`config.mk`:
```
export PLATFORM = sky130hd
export DESIGN_NAME = ysyx_22041211_fetch_unit
export DESIGN_NICKNAME = d
export VERILOG_FILES = /design/src/rtl/ysyx_22041211_fetch_unit_pkg.sv /design/src/rtl/ysyx_22041211_sync_fifo.sv /design/src/rtl/ysyx_22041211_fetch_unit.sv
export SDC_FILE = /design/constraint.sdc
export NUM_CORES = 1
export LEC_CHECK = 0
export CAP_MARGIN = 15
export CORE_MARGIN = 2
export CORE_UTILIZATION = 30
export DETAILED_ROUTE_END_ITERATION = 10
export GPL_TIMING_DRIVEN = 0
export SYNTH_ARGS = -nofsm -noshare
export SYNTH_HDL_FRONTEND = slang
export SYNTH_SLANG_ARGS = --single-unit
```
`constraint.sdc`:
```
create_clock -name clk -period 6.61 [get_ports clk]
set_input_delay 0.9915 -clock clk [delete_from_list [all_inputs] [get_ports clk]]
set_output_delay 0.9915 -clock clk [all_outputs]
set_load 0.02 [all_outputs]
```
`src/rtl/ysyx_22041211_fetch_unit_pkg.sv`:
```
// Shared definitions for the ysyx_22041211 fetch unit: reset vector and fetch state encoding.
package ysyx_22041211_fetch_unit_pkg;

    localparam logic [31:0] RESET_VECTOR = 32'h8000_0000;

    typedef enum logic {
        FETCH_RUN  = 1'b0,
        FETCH_HALT = 1'b1
    } fetch_state_t;

endpackage

```
`src/rtl/ysyx_22041211_sync_fifo.sv`:
```
// Synchronous FIFO with flush; pointers carry one extra wrap bit so full and empty
// are distinguished without a separate counter.
module ysyx_22041211_sync_fifo #(
    parameter int WIDTH = 8,
    parameter int DEPTH = 4
) (
    input  logic                     clk,
    input  logic                     rst,
    input  logic                     push,
    input  logic                     pop,
    input  logic                     flush,
    input  logic [WIDTH-1:0]         din,
    output logic                     full,
    output logic                     empty,
    output logic [$clog2(DEPTH):0]   count,
    output logic [WIDTH-1:0]         head
);

    localparam int PW = $clog2(DEPTH);
    localparam logic [PW:0] PTR_ONE = (PW+1)'(1);

    logic [WIDTH-1:0] mem [DEPTH];
    logic [PW:0]      wr_ptr;
    logic [PW:0]      rd_ptr;
    logic             do_push;
    logic             do_pop;

    assign empty   = (wr_ptr == rd_ptr);
    assign full    = (wr_ptr[PW] != rd_ptr[PW]) && (wr_ptr[PW-1:0] == rd_ptr[PW-1:0]);
    assign count   = wr_ptr - rd_ptr;
    assign head    = mem[rd_ptr[PW-1:0]];
    assign do_pop  = pop && !empty;
    // A push into a full FIFO is only accepted when the head leaves in the same cycle.
    assign do_push = push && (!full || do_pop);

    always_ff @(posedge clk or posedge rst) begin
        if (rst) begin
            wr_ptr <= '0;
            rd_ptr <= '0;
        end else if (flush) begin
            wr_ptr <= '0;
            rd_ptr <= '0;
        end else begin
            if (do_push) wr_ptr <= wr_ptr + PTR_ONE;
            if (do_pop)  rd_ptr <= rd_ptr + PTR_ONE;
        end
    end

    always_ff @(posedge clk) begin
        if (do_push && !flush) mem[wr_ptr[PW-1:0]] <= din;
    end

endmodule

```
`src/rtl/ysyx_22041211_fetch_unit.sv`:
```
// Decoupled instruction fetch: credit-limited requests to an in-order memory port,
// responses buffered in a prefetch FIFO, flush on redirect and halt on access fault.
module ysyx_22041211_fetch_unit
    import ysyx_22041211_fetch_unit_pkg::*;
#(
    parameter int                  ADDR_LEN   = 32,
    parameter int                  DATA_LEN   = 32,
    parameter logic [ADDR_LEN-1:0] RESET_PC   = ADDR_LEN'(RESET_VECTOR),
    parameter int                  FIFO_DEPTH = 4
) (
    input  logic                clk,
    input  logic                rst,
    input  logic                redirect_i,
    input  logic [ADDR_LEN-1:0] redirect_target_i,
    output logic                mem_req_valid_o,
    input  logic                mem_req_ready_i,
    output logic [ADDR_LEN-1:0] mem_req_addr_o,
    input  logic                mem_rsp_valid_i,
    input  logic [DATA_LEN-1:0] mem_rsp_data_i,
    input  logic                mem_rsp_err_i,
    output logic                inst_valid_o,
    input  logic                inst_ready_i,
    output logic [DATA_LEN-1:0] inst_o,
    output logic [ADDR_LEN-1:0] inst_pc_o,
    output logic                inst_err_o
);

    localparam int CW = $clog2(FIFO_DEPTH) + 1;
    localparam int FW = ADDR_LEN + DATA_LEN + 1;
    localparam logic [CW:0]         DEPTH_LIM = (CW+1)'(FIFO_DEPTH);
    localparam logic [ADDR_LEN-1:0] PC_STEP   = ADDR_LEN'(4);
    localparam logic [ADDR_LEN-1:0] PC_ALIGN  = ~ADDR_LEN'(3);

    logic [ADDR_LEN-1:0] fetch_pc;
    logic [ADDR_LEN-1:0] rsp_pc;
    logic [ADDR_LEN-1:0] hold_addr;
    logic [CW-1:0]       outstanding;
    logic [CW-1:0]       drop_cnt;
    logic [CW-1:0]       out_next;
    logic [CW-1:0]       fifo_count;
    logic [CW:0]         credit_used;
    logic                stale_req;
    logic                hold_q;
    logic                started;
    fetch_state_t        state;

    logic                fifo_full;
    logic                fifo_empty;
    logic [FW-1:0]       fifo_head;
    logic                can_issue;
    logic                accept;
    logic                rsp_keep;
    logic                rsp_drop;
    logic [ADDR_LEN-1:0] target;

    assign target      = redirect_target_i & PC_ALIGN;
    assign credit_used = {1'b0, fifo_count} + {1'b0, outstanding} - {1'b0, drop_cnt};
    // The all-ones guard keeps the outstanding counter from wrapping when many stale
    // requests pile up behind back-to-back redirects.
    assign can_issue   = started && (state == FETCH_RUN) && !fifo_full
                         && (credit_used < DEPTH_LIM) && (outstanding != '1);

    assign mem_req_valid_o = hold_q || can_issue;
    assign mem_req_addr_o  = hold_q ? hold_addr : fetch_pc;

    assign accept   = mem_req_valid_o && mem_req_ready_i;
    assign rsp_drop = mem_rsp_valid_i && (drop_cnt != '0);
    assign rsp_keep = mem_rsp_valid_i && (drop_cnt == '0) && !redirect_i;
    assign out_next = outstanding + CW'(accept) - CW'(mem_rsp_valid_i);

    always_ff @(posedge clk or posedge rst) begin
        if (rst) begin
            fetch_pc    <= RESET_PC;
            rsp_pc      <= RESET_PC;
            outstanding <= '0;
            drop_cnt    <= '0;
            stale_req   <= 1'b0;
            hold_q      <= 1'b0;
            started     <= 1'b0;
            state       <= FETCH_RUN;
        end else begin
            started     <= 1'b1;
            outstanding <= out_next;
            hold_q      <= mem_req_valid_o && !mem_req_ready_i;
            if (redirect_i) begin
                // Everything still in flight after this edge belongs to the old stream.
                fetch_pc  <= target;
                rsp_pc    <= target;
                drop_cnt  <= out_next;
                stale_req <= mem_req_valid_o && !mem_req_ready_i;
                state     <= FETCH_RUN;
            end else begin
                if (accept && !stale_req) fetch_pc <= fetch_pc + PC_STEP;
                if (accept) stale_req <= 1'b0;
                drop_cnt <= drop_cnt + CW'(accept && stale_req) - CW'(rsp_drop);
                if (rsp_keep) begin
                    rsp_pc <= rsp_pc + PC_STEP;
                    if (mem_rsp_err_i) state <= FETCH_HALT;
                end
            end
        end
    end

    always_ff @(posedge clk) begin
        if (mem_req_valid_o && !mem_req_ready_i) hold_addr <= mem_req_addr_o;
    end

    ysyx_22041211_sync_fifo #(
        .WIDTH (FW),
        .DEPTH (FIFO_DEPTH)
    ) u_fifo (
        .clk   (clk),
        .rst   (rst),
        .push  (rsp_keep),
        .pop   (inst_ready_i),
        .flush (redirect_i),
        .din   ({rsp_pc, mem_rsp_data_i, mem_rsp_err_i}),
        .full  (fifo_full),
        .empty (fifo_empty),
        .count (fifo_count),
        .head  (fifo_head)
    );

    // Outputs idle at their reset values whenever the FIFO holds nothing.
    assign inst_valid_o = !fifo_empty;
    assign inst_pc_o    = fifo_empty ? RESET_PC : fifo_head[FW-1 -: ADDR_LEN];
    assign inst_o       = fifo_empty ? '0 : fifo_head[DATA_LEN:1];
    assign inst_err_o   = !fifo_empty && fifo_head[0];

endmodule
```
[Word-level counts from Yosys, hierarchy flattened]
Memory sizes are Yosys's and may differ from the RTL's.
Cells that the tools add are included.
Operators by class
  $add $sub $neg: 11
  order comparisons: 1
  equality and inequality tests: 4
  mux-type cells: 19
  bitwise gates (word level): 1
  reductions and logical operators: 32
Operator list (number)
  two-way mux 32 bit: 7
  adder 32 x 3 -> 32 bit (second input constant): 2
  logical AND 1 bit: 16
  two-way mux 3 bit: 5
  nonzero test 2 bit: 6
  two-way mux 1 bit: 7
  adder 3 x 1 -> 3 bit: 2
  adder 3 x 1 -> 3 bit (second input constant): 2
  subtractor 3 x 1 -> 3 bit: 2
  zero test 1 bit: 5
  adder 3 x 3 -> 4 bit: 1
  < comparator 4 x 3 -> 1 bit (second input constant): 1
  subtractor 4 x 3 -> 4 bit: 1
  equality test 3 bit: 1
  zero test 3 bit: 1
  inequality test 3 bit (second input constant): 1
  nonzero test 3 bit: 1
  subtractor 3 bit: 1
  equality test 2 bit: 1
  logical OR 1 bit: 2
  AND reduction 2 bit: 1
  inequality test 1 bit: 1
  NOT 1 bit: 1
Word-level totals
  register bits: 112
  bits in writable memories: 260
  input port bits: 71
  output and inout port bits: 99
  word-level logic and storage cells: 80
  memories kept: 1
Memory list
  u_fifo.mem: depth 4, bits a word 65, read ports 1, clocked after Yosys merged registers in 0, wr ports 1, line ysyx_22041211_sync_fifo.sv:22  | logic [WIDTH-1:0] mem [DEPTH];

[Depth between registers and ports, before layout]
Gate-level depths: netlist of the first run.
  depth after elaboration: 12
  gate-level depth with buffers: 19
  mapped depth without buffers: 19

[By module]
From an unflattened synthesis of the first run, not the netlist that was laid out.
Unflattened totals
  cells, all modules: 1049
  area, all modules: 16096.7 um^2
Modules (own cells, without submodules)
  ysyx_22041211_sync_fifo: instances 1, cells each 394, area an instance 9857.0 um^2, sequential area each 7957.6 um^2
  ysyx_22041211_fetch_unit: instances 1, cells each 655, area an instance 6239.7 um^2, sequential area each 2715.1 um^2

[Worst setup path before layout of the first run]
No wires, ideal clock.
  path kind: register -> register
  start point: register u_fifo.wr_ptr[0]
  end point: register hold_addr[0] (enable)
  setup time: 422 ps
  arrival time: 4121 ps
  required time: 6188 ps
  path slack: 2066 ps
  cell stages (with the launch flop): 11
  path buffers: 0
  period minus slack after synthesis: 4544 ps
  cell sequence: dfrtp_1 > inv_1 > ha_1 > fa_1 > xnor2_1 > fa_1 > ha_1 > nor3_1 > a211oi_1 > a31oi_1 > nor2_1
On the way
  longest elaborated chain between the ends: 8
  elaborated cells on any way between the ends: 12
  those cells by class: 3 x add/sub; 1 x order compare; 1 x eq/ne; 7 x reduce/logical
Ends and longest elaborated chain
  from (decl): line ysyx_22041211_sync_fifo.sv:23  | logic [PW:0] wr_ptr;
  from (signal assigned): line ysyx_22041211_sync_fifo.sv:44  | if (do_push) wr_ptr <= wr_ptr + PTR_ONE;
  subtractor 3 bit / equality test 2 bit (equally long branches): line ysyx_22041211_sync_fifo.sv:30, ysyx_22041211_sync_fifo.sv:29
  adder 3 x 3 -> 4 bit / logical AND 1 bit (equally long branches): line ysyx_22041211_fetch_unit.sv:57, ysyx_22041211_sync_fifo.sv:29
  subtractor 4 x 3 -> 4 bit / zero test 1 bit (equally long branches): line ysyx_22041211_fetch_unit.sv:57, ysyx_22041211_fetch_unit.sv:60
  < comparator 4 x 3 -> 1 bit / logical AND 1 bit (equally long branches): line ysyx_22041211_fetch_unit.sv:61, ysyx_22041211_fetch_unit.sv:60
  logical AND 1 bit (*) (2 in series): line ysyx_22041211_fetch_unit.sv:61  | && (credit_used < DEPTH_LIM) && (outstanding != '1);
  logical OR 1 bit (*): line ysyx_22041211_fetch_unit.sv:63  | assign mem_req_valid_o = hold_q || can_issue;
  logical AND 1 bit (*): line ysyx_22041211_fetch_unit.sv:105  | if (mem_req_valid_o && !mem_req_ready_i) hold_addr <= mem_req_addr_o;
  to (signal assigned): line ysyx_22041211_fetch_unit.sv:105
  to (decl): line ysyx_22041211_fetch_unit.sv:36  | logic [ADDR_LEN-1:0] hold_addr;
Mark *: on every way between the ends. The rest lies on a longest branch, timed or not.
A chain may end at the register's enable or synchronous reset.

[Final worst setup path of the first run]
  start point: register u_fifo.rd_ptr[1]
  end point: output port inst_pc_o[24]
On the way
  longest elaborated chain between the ends: 2
  elaborated cells on any way between the ends: 3
  those cells by class: 1 x eq/ne; 1 x mux; 1 x memory
Ends and longest elaborated chain
  from (decl): line ysyx_22041211_sync_fifo.sv:24  | logic [PW:0] rd_ptr;
  from (signal assigned): line ysyx_22041211_sync_fifo.sv:45  | if (do_pop) rd_ptr <= rd_ptr + PTR_ONE;
  memory (4 x 65 bit) / equality test 3 bit (equally long branches)
  two-way mux 32 bit (*): line ysyx_22041211_fetch_unit.sv:126  | assign inst_pc_o = fifo_empty ? RESET_PC : fifo_head[FW-1 -: ADDR_LEN];
  to (decl): line ysyx_22041211_fetch_unit.sv:24  | output logic [ADDR_LEN-1:0] inst_pc_o,
Marks and branches as above.

==> impl_metrics.csv, run 1 <==
group,metric,value,unit
final_layout,area.growth.synth_to_final,24.5,%
floorplanning,die_x,233,um
logic_synthesis,synth_edf_count,284,
timing,slew_headroom,0.386,
final_layout,fin_nets,1315,
floorplanning,die_area,0.0542,mm2
logic_synthesis,synth-compound-area-share,0.0521,
setup_path,rrSetupSlack,1.66,ns
global_routing,grt.total_usage,0.143,
routing,met2_length,17900,um
clock_network,cts-root-buf,"clkbuf_16",
floorplanning,ios,170,
logic_synthesis,synth_area_per_cell,15.5,um2
setup_path,end_kind,"output port",
routing,totalWireLength,38700,um
clock_network,h-tree-depth,2,
place,port_buffers,164,
place,place_ws,1.05,ns
routing,drtPass1Iterations,5,
timing,period_minus_slack,5.91,ns
place,placed_cells,1861,
power,comb_power_share,0.266,
timing,fmax,169,MHz
logic_synthesis,postSynthCellCount,1011,
logic_synthesis,async_reset_ff_frac,0.211,
clock_network,post_cts_buffers,0,
routing,ant_nets,0,
outcome,status,"complete, no violations",
run,cap_violations,0,
logic_synthesis,synth_area_leaders,"edfxtp_1 (54%), dfrtp_1 (12%), mux4_2 (9.0%), and2_1 (2.9%), mux2_2 (2.1%)",
global_routing,grt_pass1_vias,9468,
logic_synthesis,yosysTopAreaCellShare,0.543,
clock_network,cts_resized,0,
timing,fin_skew,0.0199,ns
power,power_density,343,mW/mm2
logic_synthesis,synth_xor_area_frac,0.0173,
clock_network,clock-sinks,360,
clock_network,numCtsBuffers,40,
setup_path,arrival,4.92,ns
routing,wire_per_inst,20.0,um
timing,setup_ws,0.703,ns
logic_synthesis,synthSimpleGateAreaFrac,0.106,
place,place_hpwl,26100,um
power,p_int,4.66,mW
timing,slew_viol_final,0,
logic_synthesis,syn_area,0.0157,mm2
routing,drc_errors,0,
routing,dr.max_layer_used,"met4",
routing,dr_wl_met3,2400,um
clock_network,insertion_delay,0.57,ns
floorplanning,start_util,0.305,
timing,hold_viol,0,
setup_path,path_class,"flip-flop to output port",
logic_synthesis,ys_seq_elements,360,
power,p_seq_frac,0.425,
logic_synthesis,synthTopCellsByCount,"edfxtp_1 (284), dfrtp_1 (74), and2_1 (73)",
logic_synthesis,ys_types,64,
logic_synthesis,yosysSeqAreaShare,0.664,
logic_synthesis,synth_flop_cell,"edfxtp_1",
hold_path,hp-class,"flip-flop to flip-flop",
logic_synthesis,synth_area_leader_cell,"edfxtp_1",
power,netSwitchingFraction,0.305,
power,vdd_drop_max,0.000183,V
timing,setup-violations-final,0,
floorplanning,die-height,233,um
routing,via_per_inst,4.90,
global_routing,grt_overflow,0,
place,gp_congestion,0.830,
global_routing,grt_pass1_wl,58600,um
logic_synthesis,yosys_warnings,0,
timing,rsz0062_at_grt,"no",
clock_network,clkTransAtPathRegs,0.06,ns
setup_path,path_max_fanout,10,
floorplanning,rows,83,
global_routing,grt_max_degree,63,
clock_network,hold_buffers,0,
routing,num_vias,9480,
power,power_leakage,6.47,nW
timing,min_period_over_period,0.894,
logic_synthesis,yosysMostFrequentCell,"edfxtp_1",
global_routing,grt_antenna_before_repair,0,
routing,met1_length,17600,um
timing,worst_pin_slew,0.919,ns
place,place_area,0.0184,mm2
power,power_frac_clock,0.309,
logic_synthesis,synthMuxAreaShare,0.117,
final_layout,fillers,4856,
final_layout,antennaDiodeCount,0,
logic_synthesis,synth_top_family_by_area,"multiplexers",
timing,setup-tns-final,0,ns
setup_path,worstPathRequired,5.62,ns
setup_path,start_kind,"flip-flop",
final_layout,fin_cells,1934,
clock_network,cts_max_path_buffers,3,
clock_network,cts_tree,"yes",
logic_synthesis,synth_adder_area_share,0.0191,
floorplanning,core-area,0.0515,mm2
final_layout,postLayoutCellArea,0.0196,mm2
power,switching_power,2.05,mW
routing,drt_iter0_drc,993,
final_layout,drive_above_1_share,0.144,
[flip-flops by register name, summed over array words and instances (netlist names)]
register / flops
u_fifo.mem: 252
hold_addr: 32
fetch_pc: 30
rsp_pc: 30
drop_cnt: 3
outstanding: 3
u_fifo.rd_ptr: 3
u_fifo.wr_ptr: 3
hold_q: 1
stale_req: 1
started: 1
state: 1
[area by class of cell]
| class | instances | area, um2 | area share |
|---|---|---|---|
| repair buffers | 169 | 1780 | 0.0910 |
| multi-input cells | 560 | 4920 | 0.252 |
| clock inverters | 20 | 151 | 0.00774 |
| flip-flops and latches | 360 | 10400 | 0.533 |
| clock buffers | 53 | 1050 | 0.0537 |
| plain buffers | 54 | 228 | 0.0116 |
| inverters | 38 | 145 | 0.00742 |
| well taps | 680 | 851 | 0.0435 |
[critical path, stage by stage (launching register included)]
cell and delay, ns:
dfrtp_1 0.44, clkbuf_1 0.59, clkbuf_1 0.61, inv_1 0.10, ha_1 0.30, and2_1 0.21
nand2_1 0.15, clkbuf_1 0.64, clkbuf_1 0.43, and2_1 0.25, clkdlybuf4s50_1 0.62
[layout by cell type (no fill, tap or decap), types with 6 or more instances in the layout]
master,synthesis,layout
nand4_1,11,11
buf_2,11,11
nand2_1,50,50
o21ai_0,9,9
o31ai_1,8,8
xnor2_1,21,21
buf_1,6,6
xor2_1,10,10
nor2_1,38,37
nor4_1,18,18
clkbuf_16,0,40
clkbuf_1,34,47
dfrtp_1,74,74
mux2_2,29,29
nor3_1,18,18
nand2b_1,19,19
mux2i_1,9,9
and3_1,8,8
nand3_1,29,29
ha_1,16,16
a21boi_1,11,11
inv_1,37,36
o31a_1,15,15
mux4_2,63,63
a21oi_1,13,13
a31oi_1,9,9
and2_1,73,69
a211oi_1,15,15
edfxtp_1,284,284
clkdlybuf4s50_1,0,164
clkinv_1,0,11
[logic make-up after synthesis]
group,after synthesis
multiplexers,101
XOR/XNOR,31
buffers and inverters,92
AND/OR/NAND/NOR,297
adder cells (fa/ha/maj),21
other,2
AO/OA/AOI/OAI,107
flip-flops,360
[routing by layer]
layer,GRT usage,vias to the layer above
met4,0.0418,0
li1,-,4309
met2,0.223,332
met5,0,-
met3,0.0293,63
met1,0.201,4776
[power groups by stage]
stage	sequential (mW)	clock, mW	combinational [mW]
2_1_floorplan	2.84	0	1.12
3_3_place_gp	2.89	0	1.78
3_5_place_dp	2.89	0	1.82
4_1_cts	2.85	2.15	1.83
5_1_grt	2.88	2.22	1.95
6_report	2.85	2.07	1.79
[final timing paths]
kind / from / endpoint / cells after the start
max in group asynchronous: rst / rsp_pc[31] / 3
max reg2reg: u_fifo.rd_ptr[1] / drop_cnt[2] / 17
min in group asynchronous: rst / u_fifo.rd_ptr[0] / 2
max: u_fifo.rd_ptr[1] / inst_pc_o[24] / 10
min reg2reg: state / state / 2
min: state / state / 2
[per-stage QoR]
stage | hold slack, ns | total power, mW | utilization
final | 0.501 | 6.71 | 0.380
after global placement | 0.472 | 4.68 | 0.353
after detailed placement | 0.479 | 4.71 | 0.356
after floorplan | 0.454 | 3.96 | -
after CTS | 0.495 | 6.82 | 0.380
after global routing | 0.511 | 7.05 | 0.380
No activity file was read; power rests on OpenSTA's default activity.
==> inputs of run 2 (changes only) <==
Settings changed: CELL_PAD_IN_SITES_DETAIL_PLACEMENT set to 1, CELL_PAD_IN_SITES_GLOBAL_PLACEMENT set to 2, PLACE_DENSITY_LB_ADDON set to 0.1.
==> run 2 against run 1 <==
Against the previous run:
- power rose by 4.8%
- worst setup slack improved by 0.14 ns
- critical path type unchanged
- largest cell class unchanged
- combinational power about the same
- global-route usage up 1.8 points
- utilization grew 0.41 points
- critical endpoint is now inst_pc_o[30]
- sequential share of layout area shrank 0.57 points
- largest power group unchanged
- die area unchanged
==> impl_metrics.csv, run 2 (synthesized netlist as in run 1, its figures left out) <==
group,metric,value,unit
outcome,status,"complete, no violations",
floorplanning,rows,83,
floorplanning,core-area,0.0515,mm2
global_routing,grt_pass1_wl,65400,um
power,power_frac_clock,0.335,
setup_path,r2r_end,"drop_cnt[2]",
clock_network,cts_resized,0,
clock_network,cts_max_path_buffers,3,
clock_network,cts-root-buf,"clkbuf_16",
power,netSwitchingFraction,0.304,
final_layout,fin_nets,1319,
timing,period_minus_slack,5.77,ns
power,switching_power,2.14,mW
power,finalPower,7.03,mW
timing,setup-violations-final,0,
place,port_buffers,164,
clock_network,clkTransAtPathRegs,0.06,ns
final_layout,final_common_cell,"edfxtp_1",
final_layout,area.growth.synth_to_final,25.9,%
timing,fin_skew,0.0178,ns
routing,ant_nets,0,
power,vdd_drop_max,0.000208,V
clock_network,h-tree-depth,2,
setup_path,cp_slowest_stage_delay,0.62,ns
timing,rsz0062_at_grt,"no",
clock_network,post_cts_buffers,0,
timing,slew_viol_final,0,
setup_path,slowest_stage,"clkbuf_1",
floorplanning,ios,170,
floorplanning,die-height,233,um
floorplanning,die_x,233,um
routing,drtPass1Iterations,4,
timing,setup-tns-final,0,ns
clock_network,numCtsBuffers,43,
place,place_ws,1.23,ns
setup_path,timing.critical_path.mode_cell,"clkbuf_1",
floorplanning,start_util,0.305,
setup_path,start_kind,"flip-flop",
routing,num_vias,9359,
timing,slew_headroom,0.361,
power,comb_power_share,0.259,
setup_path,path_class,"flip-flop to output port",
timing,min_period_over_period,0.873,
routing,totalWireLength,42800,um
run,cap_violations,0,
setup_path,critPathTopFamily,"buffers and inverters",
power,power_density,356,mW/mm2
setup_path,r2r-start,"u_fifo.rd_ptr[1]",
setup_path,arrival,4.78,ns
hold_path,hold_end,"state",
routing,drc_errors,0,
global_routing,grt_overflow,0,
setup_path,worstPathRequired,5.62,ns
routing,drt_iter0_drc,439,
floorplanning,die_area,0.0542,mm2
final_layout,drive_above_1_share,0.156,
final_layout,final_cell_mix,"edfxtp_1 (284), clkdlybuf4s50_1 (164), dfrtp_1 (74)",
final_layout,post-route-util,0.384,
global_routing,grt.total_usage,0.161,
power,p_int,4.89,mW
clock_network,hold_buffers,0,
timing,hold_viol,0,
final_layout,fillers,5310,
setup_path,rr_worst_depth,17,
clock_network,cts_tree,"yes",
setup_path,end_kind,"output port",
power,p_seq_frac,0.406,
clock_network,insertion_delay,0.57,ns
setup_path,path_max_fanout,10,
hold_path,hp-class,"flip-flop to flip-flop",
final_layout,largest_register_ff_count,252,
setup_path,crit_buf_inv,6,
place,gp_congestion,0.789,
timing,fmax,173,MHz
place,place_hpwl,29300,um
timing,setup_ws,0.841,ns
timing,worst_pin_slew,0.952,ns
global_routing,grt_pass1_vias,10200,
power,power_leakage,6.58,nW
global_routing,grt_antenna_before_repair,0,
setup_path,crit_chain,"clkbuf_1 > clkbuf_1 > inv_1 > ha_1 > and2_1 > nand2_1 > clkbuf_1 > clkbuf_1 > and2_1 > clkdlybuf4s50_1",
global_routing,grt_max_degree,52,
clock_network,clock-sinks,360,
final_layout,antennaDiodeCount,0,
hold_path,min_from,"state",
hold_path,hold_depth,2,
setup_path,rrSetupSlack,1.58,ns
routing,wire_per_inst,22.0,um
routing,via_per_inst,4.82,
[run 2: routing by layer]
layer	wire, um	GRT usage
met3	1470	0.0256
met5	0	0
met1	19900	0.218
met2	20600	0.267
met4	873	0.0480
[run 2: power groups by stage]
| stage | Sequential, mW | Clock, mW | Combinational, mW |
|---|---|---|---|
| final | 2.85 | 2.36 | 1.82 |
| after global routing | 2.88 | 2.52 | 2.00 |
| after CTS | 2.86 | 2.44 | 1.88 |
| after detailed placement | 2.90 | 0 | 1.87 |
| after global placement | 2.90 | 0 | 1.83 |
| after floorplan | 2.84 | 0 | 1.12 |
[run 2: layout make-up]
class	instances	area, um2	share of cell area
timing repair buffer	170	1780	0.0902
inverter	38	145	0.00734
buffer	54	228	0.0115
tap	680	851	0.0430
clock buffer	54	1140	0.0575
sequential	360	10400	0.528
clock inverter	26	269	0.0136
multi-input combinational	560	4920	0.249
[run 2: worst max-delay path by stage]
| stage | from | endpoint | cells after the start |
|---|---|---|---|
| 2_1_floorplan | u_fifo.wr_ptr[0] | hold_addr[0] | 10 |
| 3_3_place_gp | u_fifo.rd_ptr[1] | u_fifo.wr_ptr[2] | 8 |
| 3_5_place_dp | u_fifo.rd_ptr[1] | inst_o[14] | 10 |
| 4_1_cts | u_fifo.rd_ptr[1] | inst_o[14] | 10 |
| 5_1_grt | u_fifo.rd_ptr[1] | inst_pc_o[28] | 10 |
| 6_report | u_fifo.rd_ptr[1] | inst_pc_o[30] | 10 |
[run 2: stage by stage]
step	cell area (um2)	hold WS (ns)	std cells
finish	19800	0.496	1942
global route	19800	0.552	1942
CTS	19800	0.501	1942
detailed placement	18400	0.486	1862
global placement	18200	0.476	1856
floorplan	15700	0.454	1012
[run 2: worst reg2reg max path: stages (launching register included)]
cell and delay [ns]:
dfrtp_1 0.46, clkbuf_1 0.56, clkbuf_1 0.62, inv_1 0.11
ha_1 0.31, and2_1 0.22, a2111oi_4 0.53, a31oi_1 0.33
nor2b_1 0.30, inv_1 0.08, ha_1 0.27, inv_1 0.04
ha_1 0.19, fa_1 0.38, xnor2_1 0.18, xnor2_1 0.16
nor2_1 0.08, a21oi_1 0.14
==> inputs of run 3 (changes only) <==
Settings changed: ABC_AREA set to 1, HOLD_SLACK_MARGIN set to 0.12.
==> run 3 against run 2 <==
Against the previous run:
- cell count increased by 38%
- routed wire length rose by 26%
- synthesized area is 5.8% higher
- non-clock buffer count is 32 higher
- critical path type unchanged
==> impl_metrics.csv, run 3 <==
group,metric,value,unit
logic_synthesis,postSynthCellCount,1716,
clock_network,hold_buffers,0,
logic_synthesis,yosysSeqAreaShare,0.628,
timing,slew_headroom,0.450,
logic_synthesis,yosys_warnings,0,
final_layout,area.growth.synth_to_final,24.8,%
setup_path,rr_worst_depth,19,
place,place_area,0.0194,mm2
clock_network,numCtsBuffers,42,
routing,via_per_inst,4.73,
power,finalPower,8.30,mW
routing,num_vias,12600,
floorplanning,die_x,239,um
final_layout,fin_cells,2674,
floorplanning,die_area,0.0573,mm2
final_layout,postLayoutCellArea,0.0207,mm2
global_routing,grt_antenna_before_repair,0,
timing,hold_viol,0,
logic_synthesis,async_reset_ff_frac,0.211,
clock_network,h-tree-depth,2,
setup_path,end_kind,"output port",
clock_network,insertion_delay,0.58,ns
logic_synthesis,ys_types,44,
routing,drt_iter0_drc,564,
logic_synthesis,ys_seq_elements,360,
final_layout,drive_above_1_share,0.0741,
routing,drc_errors,0,
floorplanning,die-height,239,um
final_layout,final_common_cell,"nand2_1",
routing,ant_nets,0,
setup_path,path_class,"flip-flop to output port",
logic_synthesis,synth_area_per_cell,9.68,um2
timing,setup-tns-final,0,ns
floorplanning,start_util,0.303,
final_layout,post-route-util,0.378,
place,place_ws,2.11,ns
logic_synthesis,synth_edf_count,284,
hold_path,hp-class,"flip-flop to flip-flop",
timing,period_minus_slack,4.99,ns
clock_network,cts_resized,0,
clock_network,cts_max_path_buffers,3,
global_routing,grt_pass1_wl,82300,um
place,port_buffers,164,
global_routing,grt_overflow,0,
floorplanning,core-area,0.0549,mm2
power,power_density,400,mW/mm2
place,placed_cells,2595,
final_layout,final_cell_mix,"nand2_1 (404), nor2_1 (333), edfxtp_1 (284)",
setup_path,start_kind,"flip-flop",
logic_synthesis,synthTopCellsByCount,"nand2_1 (404), nor2_1 (337), edfxtp_1 (284)",
timing,hold_ws,0.498,ns
timing,slew_viol_final,0,
hold_path,hold_depth,1,
clock_network,cts-root-buf,"clkbuf_16",
final_layout,largest_register_ff_count,252,
timing,worst_pin_slew,0.824,ns
routing,totalWireLength,54000,um
clock_network,clock-sinks,360,
final_layout,fin_nets,2027,
logic_synthesis,syn_area,0.0166,mm2
power,power_leakage,7.82,nW
clock_network,post_cts_buffers,0,
run,cap_violations,0,
routing,wire_per_inst,20.2,um
logic_synthesis,synth_area_leaders,"edfxtp_1 (51%), dfrtp_1 (11%), nand2_1 (9.1%), nor2_1 (7.6%), o21ai_0 (5.2%)",
timing,setup-violations-final,0,
floorplanning,rows,86,
timing,min_period_over_period,0.755,
timing,rsz0062_at_grt,"no",
floorplanning,ios,170,
outcome,status,"complete, no violations",
setup_path,path_max_fanout,10,
global_routing,grt_pass1_vias,13400,
setup_path,worstPathRequired,5.62,ns
timing,setup_ws,1.62,ns
power,vdd_drop_max,0.000213,V
clock_network,clkTransAtPathRegs,0.06,ns
logic_synthesis,synth_area_leader_cell,"edfxtp_1",
timing,fin_skew,0.0224,ns
timing,fmax,200,MHz
logic_synthesis,yosysMostFrequentCell,"nand2_1",
global_routing,grt_max_degree,49,
clock_network,cts_tree,"yes",
setup_path,arrival,4.00,ns
global_routing,grt.total_usage,0.192,
place,gp_congestion,0.819,
logic_synthesis,yosysTopAreaCellShare,0.513,
logic_synthesis,synth_flop_cell,"edfxtp_1",
place,place_hpwl,38600,um
routing,drtPass1Iterations,4,
## run 3: cell types whose count changed after synthesis, sizes merged, moves of 18 or more
| cell | before | now |
|---|---|---|
| a21oi | 13 | 70 |
| and2 | 74 | 1 |
| buf | 20 | 41 |
| inv | 38 | 99 |
| mux2 | 29 | 0 |
| mux4 | 63 | 0 |
| nand2 | 50 | 414 |
| nand2b | 19 | 0 |
| nand3 | 29 | 77 |
| nor2 | 38 | 352 |
| nor4 | 18 | 0 |
| o21ai | 10 | 176 |
## run 3: routing by layer
layer / vias to the layer above / track usage / routed length, um
li1: 6160 / - / -
met1: 6180 / 0.252 / 24600
met2: 208 / 0.326 / 26000
met3: 95 / 0.0232 / 1620
met4: 0 / 0.0701 / 1800
met5: - / 0 / 0
## run 3: worst paths after layout
path                             startpoint               end  slack [ns]
min in group asynchronous               rst       drop_cnt[0]        0.81
max reg2reg                u_fifo.wr_ptr[0]       drop_cnt[2]        2.40
max in group asynchronous               rst      fetch_pc[31]        5.10
min                        u_fifo.wr_ptr[2]  u_fifo.wr_ptr[2]        0.50
max                        u_fifo.rd_ptr[1]     inst_pc_o[17]        1.62
min reg2reg                u_fifo.wr_ptr[2]  u_fifo.wr_ptr[2]        0.50
## run 3: final cells by class
cell class | instances | area, um2
diodes | 1 | 2.50
inverters | 99 | 374
clock inverters | 16 | 130
fillers | 6221 | 34100
clock buffers | 62 | 1210
flip-flops and latches | 360 | 10400
repair buffers | 174 | 1860
multi-input cells | 1176 | 5460
well taps | 704 | 881
plain buffers | 82 | 399
## run 3: logic make-up (layout without fill, tap and decap cells)
| logic type | Yosys count | in the layout | share of synthesized area |
|---|---|---|---|
| compound gates | 264 | 264 | 0.0821 |
| buf+inv | 181 | 433 | 0.0464 |
| other cells | 2 | 4 | 0.000452 |
| flops | 360 | 360 | 0.628 |
| xor+xnor | 26 | 26 | 0.0137 |
| simple gates | 862 | 862 | 0.211 |
| fa+ha+maj | 21 | 21 | 0.0181 |
## run 3: worst max-delay path, stage by stage, from the launching register on
cell and delay [ns]:
dfrtp_1 0.43, buf_2 0.24, inv_1 0.10, clkbuf_1 0.48, ha_1 0.33, nand2_1 0.06
inv_1 0.05, nand2_1 0.20, inv_2 0.18, clkbuf_1 0.32, a21oi_1 0.36, clkdlybuf4s50_1 0.67
## run 3: power breakdown
part	leakage, nW	switching (mW)	total (mW)	internal [mW]
Clock	0.648	0.962	2.27	1.31
Combinational	3.66	1.82	2.86	1.04
Sequential	3.51	0.325	3.17	2.84
Total	7.82	3.11	8.30	5.20
